### src/rtl/scan_decode_disp_if.sv
// Pin bundle for the multiplexed seven-segment scanner: enables, nibble data
// with its load strobe, and the registered digit/segment/frame outputs.
interface scan_decode_disp_if #(
  parameter int DIGITS = 8
);
  logic                  G1;
  logic                  G2;
  logic                  G3;
  logic [4*DIGITS-1:0]   D;
  logic                  LOAD;
  logic [DIGITS-1:0]     DIG;
  logic [6:0]            SEG;
  logic                  FRAME;

  modport master (
    output G1, G2, G3, D, LOAD,
    input  DIG, SEG, FRAME
  );

  modport slave (
    input  G1, G2, G3, D, LOAD,
    output DIG, SEG, FRAME
  );
endinterface

### src/rtl/scan_decode_disp.sv
// Multiplexed hex display scanner: IDLE/SHOW/BLANK FSM, frame-coherent shadow
// data and registered active-low digit / active-high segment outputs.
// Optional macro LEADING_ZERO_BLANK_EN blanks zero digits above the highest nonzero one.
module scan_decode_disp #(
  parameter int DIGITS = 8,
  parameter int DIV    = 1000,
  parameter int GUARD  = 1
) (
  input  logic                  CLK,
  input  logic                  RST,
  scan_decode_disp_if.slave     bus,
  output logic [1:0]            state_o
);

  typedef enum logic [1:0] {
    IDLE  = 2'd0,
    SHOW  = 2'd1,
    BLANK = 2'd2
  } state_t;

  localparam int IW      = (DIGITS > 1) ? $clog2(DIGITS) : 1;
  localparam int CNT_TOP = (DIV > GUARD) ? DIV : GUARD;
  localparam int CW      = (CNT_TOP > 1) ? $clog2(CNT_TOP) : 1;

  localparam logic [CW-1:0] DIV_LAST   = CW'(DIV - 1);
  localparam logic [CW-1:0] GUARD_LAST = CW'((GUARD > 0) ? GUARD - 1 : 0);
  localparam logic [IW-1:0] IDX_LAST   = IW'(DIGITS - 1);

  state_t                state_q, state_d;
  logic [IW-1:0]         idx_q, idx_d, idx_next;
  logic [CW-1:0]         cnt_q, cnt_d;
  logic [4*DIGITS-1:0]   pending_q, pending_d;
  logic [4*DIGITS-1:0]   shadow_q, shadow_d;
  logic [DIGITS-1:0]     dig_q, dig_d;
  logic [6:0]            seg_q, seg_d;
  logic                  frame_q, frame_d;
  logic                  en;
  logic                  wrap;
  logic                  commit;
  logic [3:0]            nib;

  function automatic logic [6:0] seg7(input logic [3:0] n);
    logic [6:0] s;
    case (n)
      4'h0: s = 7'h3F;
      4'h1: s = 7'h06;
      4'h2: s = 7'h5B;
      4'h3: s = 7'h4F;
      4'h4: s = 7'h66;
      4'h5: s = 7'h6D;
      4'h6: s = 7'h7D;
      4'h7: s = 7'h07;
      4'h8: s = 7'h7F;
      4'h9: s = 7'h6F;
      4'hA: s = 7'h77;
      4'hB: s = 7'h7C;
      4'hC: s = 7'h39;
      4'hD: s = 7'h5E;
      4'hE: s = 7'h79;
      default: s = 7'h71;
    endcase
    return s;
  endfunction

`ifdef LEADING_ZERO_BLANK_EN
  // True when digit k is not digit 0 and it and every digit above it are zero.
  function automatic logic upper_zero(input logic [4*DIGITS-1:0] v, input logic [IW-1:0] k);
    logic z;
    z = (k != '0);
    for (int i = 1; i < DIGITS; i++) begin
      if (IW'(i) >= k && v[4*i +: 4] != 4'h0) z = 1'b0;
    end
    return z;
  endfunction
`endif

  assign en       = bus.G1 & ~bus.G2 & ~bus.G3;
  assign idx_next = (idx_q == IDX_LAST) ? '0 : idx_q + IW'(1);

  always_comb begin
    state_d = state_q;
    idx_d   = idx_q;
    cnt_d   = cnt_q;
    wrap    = 1'b0;
    case (state_q)
      IDLE: begin
        if (en) begin
          state_d = SHOW;
          idx_d   = '0;
          cnt_d   = '0;
        end
      end
      SHOW: begin
        if (cnt_q == DIV_LAST) begin
          cnt_d = '0;
          if (GUARD == 0) begin
            idx_d = idx_next;
            wrap  = (idx_q == IDX_LAST);
          end else begin
            state_d = BLANK;
          end
        end else begin
          cnt_d = cnt_q + CW'(1);
        end
      end
      BLANK: begin
        if (cnt_q == GUARD_LAST) begin
          state_d = SHOW;
          cnt_d   = '0;
          idx_d   = idx_next;
          wrap    = (idx_q == IDX_LAST);
        end else begin
          cnt_d = cnt_q + CW'(1);
        end
      end
      default: begin
        state_d = IDLE;
        idx_d   = '0;
        cnt_d   = '0;
      end
    endcase
    if (!en) begin
      state_d = IDLE;
      idx_d   = '0;
      cnt_d   = '0;
      wrap    = 1'b0;
    end
  end

  // Shadow only moves at a frame boundary or while idle; a load on that same
  // edge goes straight through so the new frame already shows it.
  always_comb begin
    commit    = wrap | (state_q == IDLE);
    pending_d = bus.LOAD ? bus.D : pending_q;
    shadow_d  = commit ? pending_d : shadow_q;
  end

  always_comb begin
    nib     = 4'h0;
    dig_d   = '1;
    seg_d   = 7'h00;
    frame_d = wrap;
    for (int i = 0; i < DIGITS; i++) begin
      if (idx_d == IW'(i)) nib = shadow_d[4*i +: 4];
    end
    if (state_d == SHOW) begin
      for (int i = 0; i < DIGITS; i++) begin
        if (idx_d == IW'(i)) dig_d[i] = 1'b0;
      end
      seg_d = seg7(nib);
`ifdef LEADING_ZERO_BLANK_EN
      if (upper_zero(shadow_d, idx_d)) seg_d = 7'h00;
`endif
    end
  end

  always_ff @(posedge CLK or posedge RST) begin
    if (RST) begin
      state_q   <= IDLE;
      idx_q     <= '0;
      cnt_q     <= '0;
      pending_q <= '0;
      shadow_q  <= '0;
      dig_q     <= '1;
      seg_q     <= 7'h00;
      frame_q   <= 1'b0;
    end else begin
      state_q   <= state_d;
      idx_q     <= idx_d;
      cnt_q     <= cnt_d;
      pending_q <= pending_d;
      shadow_q  <= shadow_d;
      dig_q     <= dig_d;
      seg_q     <= seg_d;
      frame_q   <= frame_d;
    end
  end

  assign bus.DIG   = dig_q;
  assign bus.SEG   = seg_q;
  assign bus.FRAME = frame_q;
  assign state_o   = state_q;

endmodule

### src/flat_wrapper.sv
// flat-port wrapper written by rule: the top's interface ports become plain ports
module scan_decode_disp_flat 
#(
  parameter int DIGITS = 8,
  parameter int DIV    = 1000,
  parameter int GUARD  = 1
)
  (CLK, RST, state_o, bus_G1, bus_G2, bus_G3, bus_D, bus_LOAD, bus_DIG, bus_SEG, bus_FRAME);
  scan_decode_disp_if #(.DIGITS(DIGITS)) bus_i ();
  input  logic CLK;
  input  logic RST;
  output logic [1:0] state_o;
  input wire logic [$bits(bus_i.G1)-1:0] bus_G1;
  input wire logic [$bits(bus_i.G2)-1:0] bus_G2;
  input wire logic [$bits(bus_i.G3)-1:0] bus_G3;
  input wire logic [$bits(bus_i.D)-1:0] bus_D;
  input wire logic [$bits(bus_i.LOAD)-1:0] bus_LOAD;
  output wire logic [$bits(bus_i.DIG)-1:0] bus_DIG;
  output wire logic [$bits(bus_i.SEG)-1:0] bus_SEG;
  output wire logic [$bits(bus_i.FRAME)-1:0] bus_FRAME;
  assign bus_i.G1 = bus_G1;
  assign bus_i.G2 = bus_G2;
  assign bus_i.G3 = bus_G3;
  assign bus_i.D = bus_D;
  assign bus_i.LOAD = bus_LOAD;
  assign bus_DIG = bus_i.DIG;
  assign bus_SEG = bus_i.SEG;
  assign bus_FRAME = bus_i.FRAME;
  scan_decode_disp #(.DIGITS(DIGITS), .DIV(DIV), .GUARD(GUARD)) u_core (.CLK(CLK), .RST(RST), .bus(bus_i), .state_o(state_o));
endmodule
### config.mk
export PLATFORM = sky130hd
export DESIGN_NAME = scan_decode_disp_flat
export DESIGN_NICKNAME = d
export VERILOG_FILES = /design/src/rtl/scan_decode_disp_if.sv /design/src/rtl/scan_decode_disp.sv /design/src/flat_wrapper.sv
export SDC_FILE = /design/constraint.sdc
export NUM_CORES = 1
export LEC_CHECK = 0
export BUFFER_PORTS_ARGS = -buffer_cell sky130_fd_sc_hd__buf_2
export CORE_MARGIN = 2
export CORE_UTILIZATION = 62
export CTS_CLUSTER_SIZE = 8
export DETAILED_ROUTE_END_ITERATION = 8
export PLACE_DENSITY = 0.84
export SLEW_MARGIN = 15
export SYNTH_ARGS = -nofsm -noshare
export SYNTH_HDL_FRONTEND = slang
export SYNTH_SLANG_ARGS = --single-unit
### constraint.sdc
create_clock -name CLK -period 9.6 [get_ports CLK]
set_input_delay 0.48 -clock CLK [delete_from_list [all_inputs] [get_ports CLK]]
set_output_delay 0.48 -clock CLK [all_outputs]
set_load 0.005 [all_outputs]
# Word-level counts from Yosys, hierarchy flattened
# Memory sizes are Yosys's and may differ from the RTL's.
# Cells that the tools add are included.
[totals]
regBits = 95
rom_bits = 112
inputBits = 38
out_inout_bits = 18
wordCells = 66
mem_count = 1
[op_classes]
addsub = 2
eq_ne = 12
mux = 35
bitwise_logic = 5
reduce_logical = 3
[mem_list]
columns = ["name", "words", "width", "read_ports", "rd_clocked_by_memory_dff", "wr", "line", "source"]
rows = [
  ["(no name shown)", 16, 7, 1, 0, 0, "scan_decode_disp.sv:44", "case (n)"],
]
[ops]
columns = ["cell", "n"]
rows = [
  ["32-bit 2-to-1 mux", 2],
  ["4-bit 2-to-1 mux", 8],
  ["10-bit 2-to-1 mux", 3],
  ["10-bit case mux with 2 select lines", 1],
  ["3-bit equality test (second input constant)", 5],
  ["1-bit 2-to-1 mux", 11],
  ["10-bit by 1-bit adder with 10-bit output (second input constant)", 1],
  ["10-bit equality test (second input constant)", 1],
  ["10-bit zero test", 1],
  ["3-bit 2-to-1 mux", 3],
  ["8-bit 2-to-1 mux", 1],
  ["7-bit 2-to-1 mux", 1],
  ["3-bit by 2-bit equality test with 1-bit output (second input constant)", 2],
  ["2-bit 2-to-1 mux", 3],
  ["2-bit case mux with 3 select lines", 1],
  ["3-bit case mux with 2 select lines", 1],
  ["2-bit by 1-bit equality test with 1-bit output (second input constant)", 2],
  ["3-bit by 1-bit adder with 3-bit output (second input constant)", 1],
  ["3-bit by 1-bit equality test with 1-bit output (second input constant)", 1],
  ["3-bit zero test", 1],
  ["1-bit AND", 2],
  ["2-bit equality test (second input constant)", 1],
  ["2-bit zero test", 1],
  ["1-bit inverter", 2],
  ["1-bit OR", 1],
]

# Longest topological paths before layout
# Gate-level depths: netlist of the first run.
# An unclocked memory read counts as a cell.
[logic_depth]
ltp_word = 16
ltp_mapped = 19
ltp_nobuf = 17

# Worst setup path after synthesis of the first run
# No wires, ideal clock.
[synth_timing]
path_type = "register to register"
from = "register u_core.cnt_q[0]"
to = "register u_core.seg_q[1], in the netlist u_core.bus.SEG[1]"
setup_time_ns = 0.123
arrival_ns = 3.429
t_required_ns = 9.477
slack_ns = 6.048
path_stages_with_launch = 17
n_path_buf = 1
synth_period_minus_slack_ns = 3.552
path_cell_list = "dfrtp_1 > inv_1 > ha_1 > or4b_4 > or3_4 > a221o_1 > buf_2 > o31ai_1 > a22oi_1 > a22oi_1 > a2bb2oi_1 > inv_1 > ha_1 > inv_1 > nand2_1 > nand2_1 > o221a_1"
[synth_via]
elab_chain_cells = 16
elab_cells_between_ends = 33
classes_between = "eq/ne (9); mux (20); bitwise (1); reduce/logical (2); memory (1)"
[synth_lines]
columns = ["element", "line", "source"]
rows = [
  ["start: declaration", "scan_decode_disp.sv:31", "logic [CW-1:0] cnt_q, cnt_d;"],
  ["start signal: assignment", "scan_decode_disp.sv:170", "cnt_q <= cnt_d;"],
  ["10-bit zero test", "scan_decode_disp.sv:107", "if (cnt_q == GUARD_LAST) begin"],
  ["1-bit 2-to-1 mux", "scan_decode_disp.sv:107", ""],
  ["1-bit 2-to-1 mux", "scan_decode_disp.sv:85", "case (state_q)"],
  ["1-bit 2-to-1 mux", "scan_decode_disp.sv:122", "if (!en) begin"],
  ["1-bit OR", "scan_decode_disp.sv:133", "commit = wrap | (state_q == IDLE);"],
  ["32-bit 2-to-1 mux", "scan_decode_disp.sv:135", "shadow_d = commit ? pending_d : shadow_q;"],
  ["4-bit 2-to-1 mux (8 in series)", "scan_decode_disp.sv:144", "if (idx_d == IW'(i)) nib = shadow_d[4*i +: 4];"],
  ["memory read 16 x 7 bit", "--", ""],
  ["7-bit 2-to-1 mux *", "scan_decode_disp.sv:146", "if (state_d == SHOW) begin"],
  ["via u_core.seg_d[1]", "scan_decode_disp.sv:35", "logic [6:0] seg_q, seg_d;"],
  ["end signal: assignment", "scan_decode_disp.sv:174", "seg_q <= seg_d;"],
  ["end: declaration", "scan_decode_disp.sv:35", ""],
]
# Mark *: on every way through the listed nets, which the timed path passes. The rest lies on a longest branch.

# Final worst setup path of the first run
[layout_timing]
from = "register u_core.state_q[0], in the netlist u_core.state_o[0]"
to = "register u_core.seg_q[4], in the netlist u_core.bus.SEG[4]"
[layout_via]
elab_chain_cells = 15
elab_cells_between_ends = 32
classes_between = "eq/ne (10); mux (18); bitwise (1); reduce/logical (2); memory (1)"
[layout_lines]
columns = ["element", "line", "source"]
rows = [
  ["start: declaration", "scan_decode_disp.sv:29", "state_t state_q, state_d;"],
  ["start signal: assignment", "scan_decode_disp.sv:168", "state_q <= state_d;"],
  ["2-bit equality test", "scan_decode_disp.sv:85", ""],
  ["1-bit 2-to-1 mux", "scan_decode_disp.sv:85", ""],
  ["1-bit 2-to-1 mux", "scan_decode_disp.sv:122", ""],
  ["1-bit OR", "scan_decode_disp.sv:133", ""],
  ["32-bit 2-to-1 mux", "scan_decode_disp.sv:135", ""],
  ["4-bit 2-to-1 mux (8 in series)", "scan_decode_disp.sv:144", ""],
  ["memory read 16 x 7 bit", "--", ""],
  ["7-bit 2-to-1 mux *", "scan_decode_disp.sv:146", ""],
  ["via u_core.seg_d[4]", "scan_decode_disp.sv:35", ""],
]
# Marks and branches as above.

==> results.ini, run 1 <==
[synth]
ys_seq_elements=95
syn_area_per_cell_sq_um=11.3
synth_fp_nets=458
synth.distinct_cells=67
yosysMostFrequentCell=dfrtp_1
async_reset_ff_share_pct=100
syn_inst=406
synth-edff-count=0
syn_area_sq_mm=0.00458
yosysSeqAreaShare_pct=52.1
synthFlopType=dfrtp_1
synth.top_cell.area_share_pct=47.5
synth_commonest_cells=dfrtp_1, nor2_1, mux2_2, nand2_1
yosysWarnings=0
synth_area_leader_cell=dfrtp_1
synth_area_leaders=dfrtp_1, mux2_2, nor2_1, dfstp_2, ha_1

[floorplanning]
io_pins=56
core_area_sq_mm=0.00721
dieArea_sq_mm=0.00810
die_width_um=90.0
row_count=31
die_h_um=90.0
start_util_pct=63.5

[power]
power_density_mw_per_mm2=161
net-switching-power_mw=0.212
pwr-share-clk_pct=33.8
switching_share_pct=25.8
p_comb_share_pct=12.6
internal_power_mw=0.609
total_power_mw=0.821
ir_worst_vdd_v=0.0000768
seqPwrFrac_pct=53.6
p_leak_nw=2.29

[worst_setup_path]
crit_arrival_ns=4.69
worstReg2RegEnd=u_core.bus.SEG[4]$_DFF_PP0_
rrSetupSlack_ns=5.18
crit_path_end_kind=register
r2r_cells=11
crit_path_start=u_core.state_o[0]$_DFF_PP0_
r2r_start=u_core.state_o[0]$_DFF_PP0_
critPathLaunchType=register
critical_path_class=reg -> reg
path_max_fanout=14
cp.required_ns=9.86
cp-endpoint=u_core.bus.SEG[4]$_DFF_PP0_

[place]
gp_congestion=0.909
place_area_sq_mm=0.00486
dp_hpwl_um=6370
io_buffer_count=55
dp_slack_ns=5.08

[cells_and_area]
diodes=0
syn_to_final_growth_pct=10.9
final_core_util_pct=70.5
seqCellArea_sq_mm=0.00239
fin_nets=505
drive_gt1_share_pct=32.1
multi_input_area_sq_mm=0.00202
fin_area_sq_mm=0.00508
fillCellCount=539

[detailed_routing]
vias=3227
first_iter_violations=307
drc_errors=0
wire_per_inst_um=16.3
ant_nets=0
via_per_inst=5.79
drt-pass1-iter-count=4
wl_um=9070

[global_route]
grt-ovfl-total=0
grt_pass1_wl_um=15100
grt_max_degree=70
antenna_found_initial=0
grt_pass1_vias=3186
gr-usage-all-layers_pct=23.6

[cts]
clk_pin_slew_worst_paths_ns=0.10
cts_made_buffers=9
cts_setup_buffers=0
cts_buffer_depth=2
htree_levels=3
postCtsHoldBufs=0
post_cts_resized=0
cts_num_sinks=95
cts_tree=done
cts_root_buf=clkbuf_8
clkLatencyLatePin_ns=0.37

[hold_path]
hold_class=in -> async

[timing]
tightestPinTransition_ns=0.971
layout_setup_ws_ns=5.18
slew_headroom_pct=35.0
fmax_mhz=226
hold_viol_final=0
min_period_ns=4.42
setup-violations-final=0
rsz0062_at_grt=false
fin_skew_ns=0.0152
min_period_over_period_pct=46.1
drv_slew=0
setup_tns_ns=0

[run_status]
status=finished clean

[run]
maxCapViolCount=0

[cells in the final DEF (no fill, tap or decap), drive strengths merged, types with 11 or more instances in the layout]
cell   count
nand3     11
buf       56
nand2     25
mux2      51
inv       16
a21oi     14
nor2      64
dfrtp     87
nor3      11
ha        14
[layer usage]
layer  vias up  global-route usage [%]  wire length [um]
met5         -                       0                 0
met4         0                    10.4               175
met3        13                    3.60               413
met2        93                    36.2              4340
met1      1604                    33.8              4130
li1       1517                       -                 -
[critical path, cell delays in order, from the launching register on]
cell and delay (ns):
dfrtp_1 0.43, inv_1 0.10, ha_1 0.42, or3b_2 0.48, or4_1 0.43, o211ai_1 0.47
nor2_1 0.16, o21ai_0 0.24, a22oi_1 0.13, nor3_2 0.77, mux2_1 0.39, a211oi_1 0.29
[power by group through the flow]
stage | Sequential [mW] | Clock (mW) | Combinational (mW)
2_1_floorplan | 0.445 | 0 | 0.0762
3_3_place_gp | 0.446 | 0 | 0.0980
3_5_place_dp | 0.448 | 0 | 0.103
4_1_cts | 0.440 | 0.282 | 0.103
5_1_grt | 0.443 | 0.296 | 0.115
6_report | 0.440 | 0.278 | 0.104
[cell families (layout without fill, tap and decap cells)]
family	count (synthesis)	after routing	share of synthesized area, %
AOI/OAI and AO/OA	51	51	8.38
adders and majority gates	14	14	3.82
and+or+nand+nor	146	146	15.9
muxes	58	58	14.4
buffers and inverters	35	87	4.10
xor gates and xnor gates	7	7	1.34
DFF	95	95	52.1
[metrics by stage]
step	hold slack, ns	cells
final	0.0941	557
after detailed placement	0.482	541
after CTS	0.0996	557
after floorplan	0.455	406
after global placement	0.478	541
after global routing	0.133	557
[flip-flops by register name, indices dropped and copies added, names as in the netlist]
signal,count
u_core.pending_q,32
u_core.shadow_q,32
u_core.cnt_q,10
u_core.bus.DIG,8
u_core.bus.SEG,7
u_core.idx_q,3
u_core.state_o,2
u_core.bus.FRAME,1
[worst min-delay path by stage]
stage                                        from  slack (ns)                              to
floorplan           u_core.shadow_q[14]$_DFF_PP0_        0.46   u_core.shadow_q[14]$_DFF_PP0_
global placement    u_core.shadow_q[30]$_DFF_PP0_        0.48   u_core.shadow_q[30]$_DFF_PP0_
detailed placement  u_core.shadow_q[14]$_DFF_PP0_        0.48   u_core.shadow_q[14]$_DFF_PP0_
CTS                                           RST         0.1  u_core.pending_q[30]$_DFF_PP0_
global route                                  RST        0.13  u_core.pending_q[25]$_DFF_PP0_
finish                                        RST        0.09  u_core.pending_q[25]$_DFF_PP0_
[area by class of cell]
class,count,share of cell area (%)
flip-flops and latches,95,46.9
multi-input cells,276,39.6
repair buffers,56,5.56
clock buffers,10,2.71
well taps,99,2.44
clock inverters,6,1.48
inverters,15,1.23
No activity file was read; power rests on OpenSTA's default activity.
==> run 2, diff against run 1 <==
--- a/config.mk
+++ b/config.mk
@@ -7,10 +7,10 @@
 export LEC_CHECK = 0
 export BUFFER_PORTS_ARGS = -buffer_cell sky130_fd_sc_hd__buf_2
 export CORE_MARGIN = 2
-export CORE_UTILIZATION = 62
+export CORE_UTILIZATION = 52
 export CTS_CLUSTER_SIZE = 8
 export DETAILED_ROUTE_END_ITERATION = 8
-export PLACE_DENSITY = 0.84
+export PLACE_DENSITY = 0.75
 export SLEW_MARGIN = 15
 export SYNTH_ARGS = -nofsm -noshare
 export SYNTH_HDL_FRONTEND = slang
==> constraint.sdc (replaced) <==
create_clock -name CLK -period 3.6 [get_ports CLK]
set_input_delay 0.18 -clock CLK [delete_from_list [all_inputs] [get_ports CLK]]
set_output_delay 0.18 -clock CLK [all_outputs]
set_load 0.005 [all_outputs]
==> results.ini, run 2 (synthesized netlist as in run 1, its figures left out) <==
[floorplanning]
die_width_um=97.9  ; +8.8%
core_area_sq_mm=0.00864  ; +20%
dieArea_sq_mm=0.00958  ; +18%
io_pins=56  ; unchanged
start_util_pct=53.1  ; -10 points
die_h_um=97.9  ; +8.8%
row_count=34  ; +9.7%

[timing]
setup-violations-final=1  ; +1
min_period_ns=3.60  ; -0.820 ns
setup_tns_ns=-0.00285  ; -0.00285 ns
rsz0062_at_grt=true
layout_setup_ws_ns=-0.00285  ; -5.18 ns
fmax_mhz=278  ; +23%
hold_viol_final=0  ; unchanged
min_period_over_period_pct=100  ; +54 points
tightestPinTransition_ns=0.628  ; -0.343 ns
drv_slew=0  ; unchanged
slew_headroom_pct=58.1  ; +23 points
fin_skew_ns=0.0131  ; -0.00209 ns

[cells_and_area]
syn_to_final_growth_pct=25.6
layout_common_cells=dfrtp_1, nor2_1, buf_2
mostFrequentLayoutCell=dfrtp_1
fin_nets=562  ; +11%
top_regs=u_core.pending_q (32), u_core.shadow_q (32), u_core.cnt_q (10)
final_core_util_pct=66.6  ; -3.8 points
drive_gt1_share_pct=45.6  ; +14 points
diodes=0  ; unchanged

[detailed_routing]
first_iter_violations=172  ; -44%
vias=3443  ; +6.7%
wire_per_inst_um=16.3  ; +0.35%
ant_nets=0  ; unchanged
wl_um=10200  ; +12%
via_per_inst=5.53  ; -4.6%
drt-pass1-iter-count=5  ; +1
drc_errors=0  ; unchanged

[cts]
clk_pin_slew_worst_paths_ns=0.09  ; about the same
cts_num_sinks=95  ; unchanged
cts_root_buf=clkbuf_8
clkLatencyLatePin_ns=0.36  ; about the same
cts_tree=done
cts_buffer_depth=2  ; unchanged
htree_levels=3  ; unchanged
cts_made_buffers=9  ; unchanged

[worst_setup_path]
crit_arrival_ns=3.89  ; -0.80 ns
slowest_delay_ns=0.61  ; -0.16 ns
critical_path_class=reg -> reg
cp.required_ns=3.88  ; -5.98 ns
crit_slowest_cell=or4_4
path_max_fanout=6  ; -8
crit_path_end_kind=register
critPathLaunchType=register
path_cells=inv_1, ha_2, or4b_4, or4_4, buf_12, nand2_8, nor2_1, o311a_1, o31ai_2, nand2_4, ha_4, mux2_1, a211oi_2

[place]
gp_congestion=0.871  ; -4.1%
dp_hpwl_um=6950  ; +9.0%
io_buffer_count=55  ; unchanged

[run_status]
status=finished with violations
violations=negative setup slack

[power]
seqPwrFrac_pct=53.0  ; -0.6 points
net-switching-power_mw=0.574  ; +170%
internal_power_mw=1.64  ; +170%
p_leak_nw=2.60  ; +14%
power_density_mw_per_mm2=384  ; +140%
switching_share_pct=26.0  ; +0.12 points
pwr-share-clk_pct=31.4  ; -2.4 points
ir_worst_vdd_v=0.000192  ; +150%
total_power_mw=2.21  ; +170%
p_comb_share_pct=15.6  ; +3.0 points

[global_route]
grt-ovfl-total=0  ; unchanged
grt_pass1_vias=3294  ; +3.4%
grt_max_degree=36  ; -49%
grt_pass1_wl_um=16100  ; +6.4%
gr-usage-all-layers_pct=21.0  ; -2.6 points
antenna_found_initial=0  ; unchanged

[run]
maxCapViolCount=0  ; unchanged

[hold_path]
hold_class=in -> reg

run 2: per-stage QoR:
step / instances / setup slack [ns] / hold slack (ns) / area [sq um]
floorplan: 406 / 0.0477 / 0.344 / 4580
global placement: 589 / 0.0426 / 0.242 / 5170
detailed placement: 589 / -0.0488 / 0.261 / 5170
CTS: 608 / 0.0157 / 0.0470 / 5400
global route: 623 / -0.116 / 0.0533 / 5750
finish: 623 / -0.00285 / 0.0619 / 5750
run 2: final timing paths:
path / start / endpoint / slack, ns / depth (start not counted)
hold reg to reg: u_core.shadow_q[30]$_DFF_PP0_ / u_core.shadow_q[30]$_DFF_PP0_ / 0.50 / 1
hold / removal: bus_D[24] / u_core.pending_q[24]$_DFF_PP0_ / 0.06 / 2
setup reg to reg: u_core.cnt_q[0]$_DFF_PP0_ / u_core.bus.SEG[4]$_DFF_PP0_ / -0.003 / 13
setup / recovery: u_core.cnt_q[0]$_DFF_PP0_ / u_core.bus.SEG[4]$_DFF_PP0_ / -0.003 / 13
max in group asynchronous: RST / u_core.bus.DIG[7]$_DFF_PP1_ / 2.34 / 4
min in group asynchronous: RST / u_core.pending_q[13]$_DFF_PP0_ / 0.41 / 3
run 2: cell type report:
type                       instances  area (sq um)
fill                             651          2880
timing repair buffer             111           722
tap                              108           135
multi-input combinational        278          2250
clock inverter                     5          58.8
clock buffer                      11           131
sequential                        95          2390
inverter                          15          67.6
run 2: routing by layer:
layer | GRT usage (%) | part of all wire [%] | vias up
met1 | 30.0 | 44 | 1713
met5 | 0 | 0 | -
met2 | 33.2 | 51 | 89
li1 | - | - | 1634
met3 | 4.29 | 4.3 | 7
met4 | 5.13 | 0.97 | 0
run 2: power groups by stage:
stage	Sequential (mW)	Combinational, mW	Clock, mW
floorplan	1.19	0.203	0
global placement	1.19	0.280	0
detailed placement	1.19	0.290	0
CTS	1.17	0.298	0.711
global route	1.18	0.380	0.760
finish	1.17	0.346	0.694
run 2: worst max-delay path, delay by kind of cell (launching register included):
family	cells	cell delay [ns]
flip-flops	1	0.39
AND/OR/NAND/NOR	5	1.40
buffers and inverters	2	0.25
AO/OA/AOI/OAI	3	0.82
multiplexers	1	0.30
adder cells (fa/ha/maj)	2	0.36
run 2: repair_timing:
action,in CTS,in global routing
pin swaps,4,18
buffers inserted,1,14
endpoints found under the hold margin,26,0
resized for setup,3,53
cloned,1,1
hold buffers,1,0
endpoints found under the setup margin,7,7
==> run 3, diff against run 2 <==
==> constraint.sdc (replaced) <==
create_clock -name CLK -period 3.6 [get_ports CLK]
set_input_delay 0.54 -clock CLK [delete_from_list [all_inputs] [get_ports CLK]]
set_output_delay 0.54 -clock CLK [all_outputs]
set_load 0.005 [all_outputs]
==> results.ini, run 3 (synthesized netlist as in run 1, its figures left out) <==
[run_status]
violations=negative setup slack
status=finished with violations

[worst_setup_path]
worstReg2RegEnd=u_core.bus.SEG[0]$_DFF_PP0_
critPathLaunchType=register
critical_path_class=reg -> reg
r2r_start=u_core.cnt_q[0]$_DFF_PP0_
crit_arrival_ns=3.93  ; +0.04 ns
cp.required_ns=3.87  ; about the same
rrSetupSlack_ns=-0.06  ; -0.06 ns
crit_path_end_kind=register
r2r_cells=13  ; unchanged
path_max_fanout=6  ; unchanged

[floorplanning]
row_count=34  ; unchanged
core_area_sq_mm=0.00864  ; unchanged
io_pins=56  ; unchanged
start_util_pct=53.1  ; unchanged
die_h_um=97.9  ; unchanged
die_width_um=97.9  ; unchanged
dieArea_sq_mm=0.00958  ; unchanged

[global_route]
grt_max_degree=50  ; +39%
gr-usage-all-layers_pct=20.8  ; -0.15 points
grt-ovfl-total=0  ; unchanged
grt_pass1_vias=3296  ; +0.061%
antenna_found_initial=0  ; unchanged
grt_pass1_wl_um=16000  ; -0.77%

[detailed_routing]
wire_per_inst_um=17.3  ; +5.7%
wl_um=10700  ; +5.4%
drc_errors=0  ; unchanged
vias=3478  ; +1.0%
via_per_inst=5.60  ; +1.3%
drt-pass1-iter-count=4  ; -1
first_iter_violations=210  ; +22%
ant_nets=0  ; unchanged

[cts]
cts_root_buf=clkbuf_8
cts_made_buffers=9  ; unchanged
clkLatencyLatePin_ns=0.38  ; +0.02 ns
clk_pin_slew_worst_paths_ns=0.10  ; about the same
htree_levels=3  ; unchanged
cts_buffer_depth=2  ; unchanged
cts_tree=done
cts_num_sinks=95  ; unchanged
postCtsHoldBufs=0  ; -1

[cells_and_area]
layoutNonFillerInstCount=621  ; -0.32%
top_regs=u_core.pending_q (32), u_core.shadow_q (32), u_core.cnt_q (10)
fin_nets=560  ; -0.36%
syn_to_final_growth_pct=26.2
drive_gt1_share_pct=46.6  ; +0.96 points
final_core_util_pct=67.0  ; +0.32 points
diodes=0  ; unchanged
mostFrequentLayoutCell=dfrtp_1
layout_common_cells=dfrtp_1, nor2_1, buf_2

[power]
power_density_mw_per_mm2=388  ; +1.0%
ir_worst_vdd_v=0.000219  ; +14%
p_leak_nw=2.62  ; +0.78%
switching_share_pct=26.6  ; +0.61 points
net-switching-power_mw=0.596  ; +3.9%
pwr-share-clk_pct=31.9  ; +0.5 points
internal_power_mw=1.65  ; +0.66%
seqPwrFrac_pct=52.3  ; -0.7 points
p_comb_share_pct=15.8  ; +0.2 points

[place]
gp_congestion=0.856  ; -1.8%
io_buffer_count=55  ; unchanged
dp_hpwl_um=6930  ; -0.18%
placed_cells=594  ; +0.85%

[timing]
hold_viol_final=0  ; unchanged
hold_slack_ns=0.284  ; +0.222 ns
drv_slew=0  ; unchanged
tightestPinTransition_ns=0.827  ; +0.199 ns
rsz0062_at_grt=true
slew_headroom_pct=44.8  ; -13 points
fmax_mhz=273  ; -1.5%
layout_setup_ws_ns=-0.0584  ; -0.0556 ns
fin_skew_ns=0.0174  ; +0.00430 ns
min_period_over_period_pct=102  ; +1.5 points
min_period_ns=3.66  ; +0.0556 ns
setup-violations-final=2  ; +1

[run]
maxCapViolCount=0  ; unchanged

[hold_path]
hold_class=in -> async

-- run 3: changes by cell type in the layout (fill, tap and decap cells not counted), moves of 2 or more --
cell,delta
a22oi_1,-2
a22oi_2,+2
buf_4,-4
clkbuf_16,+2
clkinv_4,+3
mux2_4,+2
nand2_2,+2
-- run 3: repair_timing --
item	in CTS	in global routing
pin swaps	2	31
gates resized for setup	3	55
buffers inserted	1	8
setup endpoints to repair	4	7
hold endpoints to repair	0	0
gates cloned	0	2
-- run 3: power by group through the flow --
stage / registers [mW] / clock network [mW] / logic (mW)
2_1_floorplan: 1.19 / 0 / 0.203
5_1_grt: 1.18 / 0.771 / 0.386
6_report: 1.17 / 0.717 / 0.354
3_5_place_dp: 1.19 / 0 / 0.306
3_3_place_gp: 1.19 / 0 / 0.296
4_1_cts: 1.17 / 0.727 / 0.310
-- run 3: layer usage --
metal	up-vias	global-route usage, %	wire length [um]
met3	19	3.29	425
li1	1633	-	-
met4	0	9.19	235
met2	99	33.0	5300
met1	1727	28.6	4770
met5	-	0	0
-- run 3: critical path: stages, from the launching register on --
cell	delay, ns
dfrtp_1	0.38
inv_1	0.09
ha_4	0.13
or4b_4	0.50
or4_4	0.60
nand2_4	0.14
mux2_2	0.38
a21oi_1	0.19
a221oi_2	0.11
o32ai_2	0.32
buf_4	0.21
or2_1	0.15
a21oi_2	0.07
o31a_1	0.29
-- run 3: area by class of cell --
class | instances | area, sq um
multi-input cells | 277 | 2230
fillers | 640 | 2850
repair buffers | 110 | 767
flip-flops and latches | 95 | 2390
inverters | 15 | 62.6
clock buffers | 10 | 128
well taps | 108 | 135
clock inverters | 6 | 68.8
-- run 3: per-stage QoR --
step	TNS (ns)	setup WS (ns)	area [sq um]	power, mW
after CTS	0	0.0341	5470	2.21
final	-0.0811	-0.0584	5780	2.25
after global routing	-0.584	-0.139	5780	2.34
after detailed placement	-0.499	-0.138	5240	1.50
after global placement	-0.116	-0.0554	5240	1.48
after floorplan	0	0.0477	4580	1.39
-- run 3: worst max-delay path by stage --
| stage | start | end | slack [ns] | cells past startpoint |
|---|---|---|---|---|
| after floorplan | u_core.cnt_q[0]$_DFF_PP0_ | u_core.bus.SEG[1]$_DFF_PP0_ | 0.05 | 16 |
| after global placement | bus_G2 | u_core.bus.SEG[4]$_DFF_PP0_ | -0.06 | 11 |
| after detailed placement | bus_G2 | u_core.bus.SEG[4]$_DFF_PP0_ | -0.14 | 11 |
| after CTS | u_core.idx_q[0]$_DFF_PP0_ | u_core.bus.SEG[0]$_DFF_PP0_ | 0.03 | 14 |
| after global routing | u_core.cnt_q[0]$_DFF_PP0_ | u_core.bus.SEG[0]$_DFF_PP0_ | -0.14 | 13 |
| final | u_core.cnt_q[0]$_DFF_PP0_ | u_core.bus.SEG[0]$_DFF_PP0_ | -0.06 | 13 |
